`src/rtl/multicycle_cpu.sv`:
```
// Multi-cycle CPU for the 16-bit three-field ISA: FETCH -> EXEC -> [MEM] -> WB,
// one instruction at a time, with req/ack instruction and data memory ports.
//
// state   | meaning
// S_FETCH | imem_req held at PC until imem_ack; IR captured on ack
// S_EXEC  | ALU result, N/Z flags and next PC latched
// S_MEM   | dmem_req held until dmem_ack; load data captured on ack
// S_WB    | register write, PC update, retire pulse
module multicycle_cpu #(
  parameter int DW = 8,
  parameter int AW = 8
) (
  input  logic          clk,
  input  logic          rst,
  output logic          imem_req,
  output logic [AW-1:0] imem_addr,
  input  logic [15:0]   imem_rdata,
  input  logic          imem_ack,
  output logic          dmem_req,
  output logic          dmem_we,
  output logic [AW-1:0] dmem_addr,
  output logic [DW-1:0] dmem_wdata,
  input  logic [DW-1:0] dmem_rdata,
  input  logic          dmem_ack,
  output logic [AW-1:0] pc,
  output logic [15:0]   ir,
  output logic          retire,
  output logic          flag_n,
  output logic          flag_z,
  input  logic [2:0]    dbg_sel,
  output logic [DW-1:0] dbg_data
);

  typedef enum logic [1:0] {S_FETCH, S_EXEC, S_MEM, S_WB} state_t;

  localparam logic [6:0] OP_MOVA = 7'b0000000;
  localparam logic [6:0] OP_INC  = 7'b0000001;
  localparam logic [6:0] OP_ADD  = 7'b0000010;
  localparam logic [6:0] OP_SUB  = 7'b0000101;
  localparam logic [6:0] OP_AND  = 7'b0001000;
  localparam logic [6:0] OP_OR   = 7'b0001001;
  localparam logic [6:0] OP_XOR  = 7'b0001010;
  localparam logic [6:0] OP_NOT  = 7'b0001011;
  localparam logic [6:0] OP_MOVB = 7'b0001100;
  localparam logic [6:0] OP_LDI  = 7'b1001100;
  localparam logic [6:0] OP_ADI  = 7'b1000010;
  localparam logic [6:0] OP_LD   = 7'b0010000;
  localparam logic [6:0] OP_ST   = 7'b0100000;
  localparam logic [6:0] OP_BRZ  = 7'b1100000;
  localparam logic [6:0] OP_BRN  = 7'b1100001;
  localparam logic [6:0] OP_JMP  = 7'b1110000;

  state_t state, state_nx;

  logic [DW-1:0] regs [8];
  logic [6:0]    op;
  logic [2:0]    dr, sa, sb;
  logic [DW-1:0] ra, rb, imm;
  logic [AW-1:0] ad, pc_inc, pc_tgt;

  logic [DW-1:0] alu_res;
  logic          wr_en, is_ld, is_st, known;

  logic [DW-1:0] res_q, mdr;
  logic [AW-1:0] pc_nx_q;
  logic          wr_en_q, is_ld_q;

  assign op     = ir[15:9];
  assign dr     = ir[8:6];
  assign sa     = ir[5:3];
  assign sb     = ir[2:0];
  assign ra     = regs[sa];
  assign rb     = regs[sb];
  assign imm    = DW'(sb);
  assign ad     = AW'($signed({dr, sb}));
  assign pc_inc = pc + AW'(1);

  // LD/ST/JMP pass R[SA] through the ALU, so their flags reflect the address operand.
  always_comb begin
    alu_res = ra;
    wr_en   = 1'b0;
    is_ld   = 1'b0;
    is_st   = 1'b0;
    known   = 1'b1;
    pc_tgt  = pc_inc;
    case (op)
      OP_MOVA: wr_en = 1'b1;
      OP_INC:  begin alu_res = ra + DW'(1); wr_en = 1'b1; end
      OP_ADD:  begin alu_res = ra + rb;     wr_en = 1'b1; end
      OP_SUB:  begin alu_res = ra - rb;     wr_en = 1'b1; end
      OP_AND:  begin alu_res = ra & rb;     wr_en = 1'b1; end
      OP_OR:   begin alu_res = ra | rb;     wr_en = 1'b1; end
      OP_XOR:  begin alu_res = ra ^ rb;     wr_en = 1'b1; end
      OP_NOT:  begin alu_res = ~ra;         wr_en = 1'b1; end
      OP_MOVB: begin alu_res = rb;          wr_en = 1'b1; end
      OP_LDI:  begin alu_res = imm;         wr_en = 1'b1; end
      OP_ADI:  begin alu_res = ra + imm;    wr_en = 1'b1; end
      OP_LD:   begin is_ld = 1'b1;          wr_en = 1'b1; end
      OP_ST:   is_st = 1'b1;
      OP_BRZ:  if (ra == '0) pc_tgt = pc + ad;
      OP_BRN:  if (ra[DW-1]) pc_tgt = pc + ad;
      OP_JMP:  pc_tgt = AW'(ra);
      default: known = 1'b0;
    endcase
  end

  always_ff @(posedge clk) begin
    if (rst) state <= S_FETCH;
    else     state <= state_nx;
  end

  always_comb begin
    state_nx = state;
    case (state)
      S_FETCH: if (imem_ack) state_nx = S_EXEC;
      S_EXEC:  state_nx = (is_ld || is_st) ? S_MEM : S_WB;
      S_MEM:   if (dmem_ack) state_nx = S_WB;
      S_WB:    state_nx = S_FETCH;
      default: state_nx = S_FETCH;
    endcase
  end

  // Requests are masked while rst is high so a pending handshake is abandoned at once.
  always_comb begin
    imem_req = 1'b0;
    dmem_req = 1'b0;
    dmem_we  = 1'b0;
    retire   = 1'b0;
    if (!rst) begin
      case (state)
        S_FETCH: imem_req = 1'b1;
        S_MEM:   begin dmem_req = 1'b1; dmem_we = is_st; end
        S_WB:    retire = 1'b1;
        default: ;
      endcase
    end
  end

  always_ff @(posedge clk) begin
    if (rst) begin
      pc      <= '0;
      ir      <= '0;
      flag_n  <= 1'b0;
      flag_z  <= 1'b0;
      res_q   <= '0;
      mdr     <= '0;
      pc_nx_q <= '0;
      wr_en_q <= 1'b0;
      is_ld_q <= 1'b0;
      for (int i = 0; i < 8; i++) regs[i] <= '0;
    end else begin
      case (state)
        S_FETCH: if (imem_ack) ir <= imem_rdata;
        S_EXEC: begin
          res_q   <= alu_res;
          pc_nx_q <= pc_tgt;
          wr_en_q <= wr_en;
          is_ld_q <= is_ld;
          if (known) begin
            flag_n <= alu_res[DW-1];
            flag_z <= (alu_res == '0);
          end
        end
        S_MEM: if (dmem_ack) mdr <= dmem_rdata;
        S_WB: begin
          pc <= pc_nx_q;
          if (wr_en_q) regs[dr] <= is_ld_q ? mdr : res_q;
        end
        default: ;
      endcase
    end
  end

  assign imem_addr  = pc;
  assign dmem_addr  = AW'(ra);
  assign dmem_wdata = rb;
  assign dbg_data   = regs[dbg_sel];

endmodule

```
`config.mk`:
```
export PLATFORM = sky130hd
export DESIGN_NAME = multicycle_cpu
export DESIGN_NICKNAME = d
export VERILOG_FILES = /design/src/rtl/multicycle_cpu.sv
export SDC_FILE = /design/constraint.sdc
export NUM_CORES = 1
export LEC_CHECK = 0
export BUFFER_PORTS_ARGS = -buffer_cell sky130_fd_sc_hd__buf_2
export CAP_MARGIN = 20
export CORE_AREA = 2 2 138 140
export CTS_CLUSTER_DIAMETER = 50
export CTS_CLUSTER_SIZE = 20
export DETAILED_ROUTE_END_ITERATION = 10
export DIE_AREA = 0 0 140 142
export GPL_ROUTABILITY_DRIVEN = 1
export GPL_TIMING_DRIVEN = 0
export SLEW_MARGIN = 20
export SYNTH_ARGS = -nofsm -noshare
export SYNTH_HDL_FRONTEND = slang
export SYNTH_SLANG_ARGS = --single-unit
```
`constraint.sdc`:
```
create_clock -name clk -period 7.8 [get_ports clk]
set_input_delay 0.78 -clock clk [delete_from_list [all_inputs] [get_ports clk]]
set_output_delay 0.78 -clock clk [all_outputs]
set_load 0.02 [all_outputs]
```
==> out/metrics.cfg, run 1 <==
[status]
status = complete, but fails checks
violations = DRC

[timing]
finalCritPeriodShare = 0.616
setup_viol = 0
rsz0062_at_grt = no
skew_ps = 8.12
setup-tns-final_ps = 0
drv_slew = 0
fmax_mhz = 208
finalHoldViolations = 0
relSlewSlack = 0.296
tightestPinTransition_ps = 1050
fin_crit_ps = 4800

[final_layout]
final_common_cell = nor2_1
drive_gt1_frac = 0.230
final_cell_mix = 113 x nor2_1, 94 x buf_2, 74 x nand2_1
n_antenna_cell = 0
syn_to_final_growth_pct = 15.8
fin_util = 0.510
fin_nets = 959

[cts]
holdBufCountCts = 0
cts.sinks = 124
cts.root.buffer_cell = clkbuf_16
postCtsSetupBuffers = 0
clk_path_buf_depth = 2
cts_resized = 0
clkLatencyLatePin_ps = 420
cts_tree = built
path_clk_slew_ps = 60
cts_buffers = 17
cts-htree-levels = 4

[global_route]
grt_overflow_total = 0
grt_usage = 0.235
grt_max_degree = 17
antenna_found_initial = 0
grt_pass1_wl_mm = 35.6
grt_pass1_vias = 6182

[floorplanning]
core.rowCount = 50
core_area_um2 = 18500
die_w_um = 140
initial_utilization = 0.440
die-area_um2 = 19900
die-height_um = 142
ioPinCount = 93

[setup_path]
start_kind = flip-flop
cp_common_cell = o21ai_0
worstSetupPathType = reg2reg
reg2regPathDepth = 14
cp_slowest_cell = nor4b_2
crit_chain = or3_2, nor4b_2, clkbuf_1, a22oi_1, o21ai_0, ha_1, a21o_1, and4_1, nor3_1, o21ai_0, o31a_1, a311o_1, o211ai_2, o31ai_2
crit_fanout = 10
critPathMaxStageDelay_ps = 650
cp_data_arrival_time_ps = 5100
crit_required_ps = 8090
critPathCaptureType = flip-flop

[power]
swShare = 0.393
leakage_nw = 3.67
p_comb_frac = 0.400
internal_power_mw = 1.58
clkPwrFrac = 0.278
irDropWorstVdd_v = 0.000146
seqPwrFrac = 0.321
power.density_nw_per_um2 = 278
p_sw_mw = 1.03

[synth]
yosysSeqAreaShare = 0.384
synth_nets = 852
synth_flop_cell = edfxtp_1
yosysUniqueCellTypes = 71
ys_async_sr_fraction = 0
synth_top_area_share = 0.237
yosysWarnings = 0
synth_area_um2 = 8120
yosysTopAreaCell = edfxtp_1
postSynthAreaPerCell_um2 = 10.4
synthCells = 783
synth-edff-count = 64
ys_ff_latch = 124
synth.area.top_cells = edfxtp_1 24%, dfxtp_1 15%, mux4_2 9.7%

[worst_hold_path]
hp-class = reg2reg
holdPathStages = 2

[detailed_routing]
ant_nets = 0
drt_pass1_iterations = 10
wl_mm = 23.0
drtIter0Drc = 555
viasPerCell = 5.82
drc = 7
post_drt_wl_per_cell_um = 20.2
vias = 6616

[place]
hpwl_mm = 18.3
gp_congestion = 0.911
port_buffers = 88

[flow_run]
drv_cap = 0

==> per-stage QoR <==
step | cell area [um2] | cells | hold WS, ps | setup WS [ps] | power, mW
finish | 9410 | 1137 | 456 | 3000 | 2.61
CTS | 9410 | 1137 | 461 | 3070 | 2.61
floorplan | 8120 | 783 | 436 | 3790 | 1.57
detailed placement | 8860 | 1105 | 454 | 3090 | 1.89
global placement | 8860 | 1105 | 445 | 3070 | 1.88
global route | 9410 | 1137 | 492 | 2680 | 2.75
==> routing by layer <==
metal,part of all wire,track usage
met5,0,0
met4,0.017,0.0633
met3,0.065,0.0427
met2,0.46,0.379
met1,0.46,0.331
==> cell families after synthesis <==
group           Yosys count  share of synthesized area
mux                     108                      0.220
flops                   124                      0.384
compound gates          136                      0.109
buf+inv                  79                     0.0485
simple gates            279                      0.158
xor+xnor                 19                     0.0205
fa+ha+maj                38                     0.0604
==> power by group through the flow <==
stage                     clock [mW]  combinational [mW]  sequential [mW]
after floorplan                    0               0.729            0.845
after global placement             0                1.03            0.849
after detailed placement           0                1.03            0.851
after CTS                      0.735                1.04            0.838
after global routing           0.762                1.14            0.848
final                          0.728                1.05            0.840
==> registers in the layout, indices dropped and copies added, names as in the netlist, named ones only <==
name / flops
regs: 64
ir: 16
imem_addr: 8
mdr: 8
pc_nx_q: 8
res_q: 8
state: 2
flag_n: 1
flag_z: 1
is_ld_q: 1
wr_en_q: 1
==> critical path, delay by kind of cell, from the launching register on <==
family	cells	cell delay (ps)
compound gates	8	1620
fa+ha+maj	1	300
buf+inv	1	410
flops	1	440
simple gates	4	1920
==> cell usage after synthesis (16+ instances only) <==
master    count
edfxtp_1     64
mux4_2       35
a21oi_1      46
mux2i_1      45
o21ai_0      22
inv_1        25
dfxtp_1      60
nor3_1       16
nor2_1      113
clkbuf_1     24
ha_1         36
nand2_1      74
nand3_1      21
==> cell type report <==
cell class,instances,area (um2)
sequential,124,3120
clock inverter,15,126
buffer,50,285
clock buffer,17,425
inverter,29,109
timing repair buffer,88,440
fill,1713,9050
multi-input combinational,580,4610
tap,234,293
==> final timing paths <==
check / startpoint / to / slack (ps)
setup / recovery: ir[15]$_SDFFE_PP0P_ / flag_z$_SDFFE_PP0P_ / 3000
hold / removal: mdr[2]$_SDFFE_PP0P_ / mdr[2]$_SDFFE_PP0P_ / 460
setup reg to reg: ir[15]$_SDFFE_PP0P_ / flag_z$_SDFFE_PP0P_ / 3000
hold reg to reg: mdr[2]$_SDFFE_PP0P_ / mdr[2]$_SDFFE_PP0P_ / 460
Note: power is estimated with default switching activity, not from simulation.
==> inputs of run 2 (changes only) <==
--- a/config.mk
+++ b/config.mk
@@ -5,13 +5,14 @@
 export SDC_FILE = /design/constraint.sdc
 export NUM_CORES = 1
 export LEC_CHECK = 0
+export ABC_AREA = 1
 export BUFFER_PORTS_ARGS = -buffer_cell sky130_fd_sc_hd__buf_2
 export CAP_MARGIN = 20
-export CORE_AREA = 2 2 138 140
+export CORE_AREA = 2 2 139 141
 export CTS_CLUSTER_DIAMETER = 50
 export CTS_CLUSTER_SIZE = 20
 export DETAILED_ROUTE_END_ITERATION = 10
-export DIE_AREA = 0 0 140 142
+export DIE_AREA = 0 0 141 143
 export GPL_ROUTABILITY_DRIVEN = 1
 export GPL_TIMING_DRIVEN = 0
 export SLEW_MARGIN = 20
==> constraint.sdc (replaced) <==
create_clock -name clk -period 4.5 [get_ports clk]
set_input_delay 0.45 -clock clk [delete_from_list [all_inputs] [get_ports clk]]
set_output_delay 0.45 -clock clk [all_outputs]
set_load 0.02 [all_outputs]
==> run 2 against run 1 <==
Effect of this change: the flow now finishes without violations; fmax increased by 17%; critical path depth increased by 9; largest cell class unchanged; sequential cell count unchanged; synthesized cell count increased by 49%; die area increased by 1.4%; largest power group unchanged.
==> out/metrics.cfg, run 2 <==
[timing]
fin_crit_ps = 4100
finalHoldViolations = 0
setup-tns-final_ps = 0
setup_viol = 0
drv_slew = 0
relSlewSlack = 0.314
finalCritPeriodShare = 0.912
fmax_mhz = 244
skew_ps = 6.80
tightestPinTransition_ps = 1000
layout_setup_ws_ps = 397
rsz0062_at_grt = no

[power]
swShare = 0.468
p_sw_mw = 2.53
power.density_nw_per_um2 = 563
seqPwrFrac = 0.281
leakage_nw = 4.38
clkPwrFrac = 0.231
power_mw = 5.40
p_comb_frac = 0.488
internal_power_mw = 2.88
irDropWorstVdd_v = 0.000280

[status]
status = completed

[final_layout]
fin_nets = 1349
syn_to_final_growth_pct = 15.6
final_common_cell = nand2_1
n_antenna_cell = 0
largest_reg_flops = 64
max_flop_register = regs
final_cell_mix = 232 x nand2_1, 152 x inv_1, 151 x nor2_1
fin_util = 0.516
fillCellCount = 1891
reg_top3 = regs (64), ir (16)
drive_gt1_frac = 0.132

[synth]
synth_area_um2 = 8300
yosysSeqAreaShare = 0.376
synth_top_area_share = 0.232
synthCells = 1170
synth_compound_area_frac = 0.203
yosys.area_share.simple = 0.238
ys_ff_latch = 124
synthAdderAreaFrac = 0.0591
yosysWarnings = 0
synth_most_common_cell = nand2_1
synth.area.top_cells = edfxtp_1 23%, dfxtp_1 14%, nand2_1 10%
synth-edff-count = 64
synth_flop_cell = edfxtp_1
ys_async_sr_fraction = 0
yosys-mux-area-fraction = 0.00241
synth_nets = 1239
yosysTopAreaCell = edfxtp_1
synth_top_family_by_area = simple AND/OR/NAND/NOR gates
yosysUniqueCellTypes = 41
postSynthAreaPerCell_um2 = 7.09
yosys.area_share.xor_xnor = 0.0137
synth_common_cells = 232 x nand2_1, 152 x inv_1, 151 x nor2_1, 117 x o21ai_0, 109 x a21oi_1

[setup_path]
crit_chain = buf_2, o211ai_1, nand2_1, nand2_1, nand2_1, inv_1, ha_1, nand2_1, o221ai_1, fa_1, nand3_1, nand3_1, nand2_1, nand2_1, a21oi_1, a21oi_1, o21ai_0, nand3_1, a21oi_1, nand2_1, nor2_1, nand2_1, a21oi_2
worstSetupPathType = reg2reg
cp_common_cell = nand2_1
crit_family = compound AO/OA/AOI/OAI gates
crit_buf_inv = 2
reg2regPathDepth = 23
crit_required_ps = 4840
reg2reg_to = flag_z$_SDFFE_PP0P_
start_kind = flip-flop
rrSetupSlack_ps = 400
crit_fanout = 10
critPathCaptureType = flip-flop
cp_data_arrival_time_ps = 4440
critPathMaxStageDelay_ps = 480
cp_slowest_cell = dfxtp_1

[cts]
postCtsSetupBuffers = 0
cts_tree = built
path_clk_slew_ps = 50
holdBufCountCts = 0
cts.sinks = 124
clk_path_buf_depth = 2
cts.root.buffer_cell = clkbuf_16
cts_buffers = 17
clkLatencyLatePin_ps = 400
cts-htree-levels = 4
cts_resized = 0

[global_route]
grt_max_degree = 17
grt_pass1_wl_mm = 44.3
grt_pass1_vias = 7783
grt_usage = 0.290
antenna_found_initial = 0
grt_overflow_total = 0

[worst_hold_path]
holdPathStages = 3
whs_endpoint = mdr[0]$_SDFFE_PP0P_
hp-start = dmem_rdata[0]
hp-class = in2reg

[flow_run]
drv_cap = 0

[place]
dpl_worst_slack_ps = 337
port_buffers = 92
gp_congestion = 0.970
hpwl_mm = 22.4

[detailed_routing]
ant_nets = 0
drt_pass1_iterations = 6
wl_mm = 28.9
post_drt_wl_per_cell_um = 18.9
vias = 8523
drc = 0
viasPerCell = 5.58
drtIter0Drc = 822

[floorplanning]
die-area_um2 = 20200
die-height_um = 143
core.rowCount = 50
core_area_um2 = 18600
ioPinCount = 93
die_w_um = 141
initial_utilization = 0.447

run 2: cell types whose count changed after synthesis, sizes merged, moves of 12 or more:
cell / before / now
nor2: 113 / 153
nand3: 21 / 72
mux2i: 52 / 2
nand2: 74 / 237
a21oi: 46 / 110
inv: 29 / 155
mux4: 47 / 0
nand2b: 12 / 0
o21ai: 25 / 141
o211ai: 2 / 21
run 2: per-layer routing:
layer,vias to the layer above,global-route usage,wire [um]
met4,0,0.0995,802
met5,-,0,0
met1,3957,0.429,13200
met2,406,0.421,12300
li1,4111,-,-
met3,49,0.0587,2680
run 2: area by class of cell:
| cell class | instances | area, um2 | share of cell area |
|---|---|---|---|
| Multi-Input combinational cell | 835 | 4280 | 0.446 |
| Clock inverter | 6 | 36.3 | 0.00378 |
| Timing Repair Buffer | 92 | 460 | 0.0480 |
| Buffer | 55 | 309 | 0.0322 |
| Inverter | 155 | 582 | 0.0606 |
| Clock buffer | 26 | 509 | 0.0531 |
| Tap cell | 234 | 293 | 0.0305 |
| Sequential cell | 124 | 3120 | 0.326 |
run 2: kinds of logic after synthesis:
| kind of cell | after synthesis |
|---|---|
| XOR/XNOR | 13 |
| AND/OR/NAND/NOR | 480 |
| flip-flops | 124 |
| buffers and inverters | 211 |
| multiplexers | 2 |
| AO/OA/AOI/OAI | 302 |
| adder cells (fa/ha/maj) | 38 |
run 2: worst max path at each step:
stage | startpoint | endpoint | slack (ps) | cells after the start
final | flip-flop | flag_z$_SDFFE_PP0P_ | 400 | 23
after global routing | flip-flop | flag_z$_SDFFE_PP0P_ | 20 | 26
after CTS | flip-flop | flag_z$_SDFFE_PP0P_ | 300 | 25
after detailed placement | flip-flop | flag_z$_SDFFE_PP0P_ | 340 | 25
after global placement | flip-flop | flag_z$_SDFFE_PP0P_ | 350 | 25
after floorplan | flip-flop | flag_z$_SDFFE_PP0P_ | 1240 | 28
run 2: metrics by stage:
stage / hold WS [ps] / cells / instance area, um2
3_3_place_gp: 452 / 1496 / 9050
4_1_cts: 298 / 1528 / 9600
5_1_grt: 333 / 1527 / 9590
3_5_place_dp: 451 / 1496 / 9050
6_report: 307 / 1527 / 9590
2_1_floorplan: 429 / 1170 / 8300
run 2: power by group through the flow:
stage	logic, mW	clock network, mW	registers [mW]
after detailed placement	2.59	0	1.53
after global routing	2.92	1.30	1.54
after floorplan	1.69	0	1.54
after CTS	2.61	1.25	1.51
final	2.64	1.25	1.52
after global placement	2.58	0	1.53
run 2: worst register-to-register path, stage by stage, from the launching register on:
cell and delay, ps:
dfxtp_1 480, buf_2 320, o211ai_1 130, nand2_1 70
nand2_1 50, nand2_1 250, inv_1 140, ha_1 310
nand2_1 70, o221ai_1 160, fa_1 450, nand3_1 100
nand3_1 90, nand2_1 90, nand2_1 50, a21oi_1 170
a21oi_1 80, o21ai_0 130, nand3_1 110, a21oi_1 400
nand2_1 100, nor2_1 110, nand2_1 70, a21oi_2 110
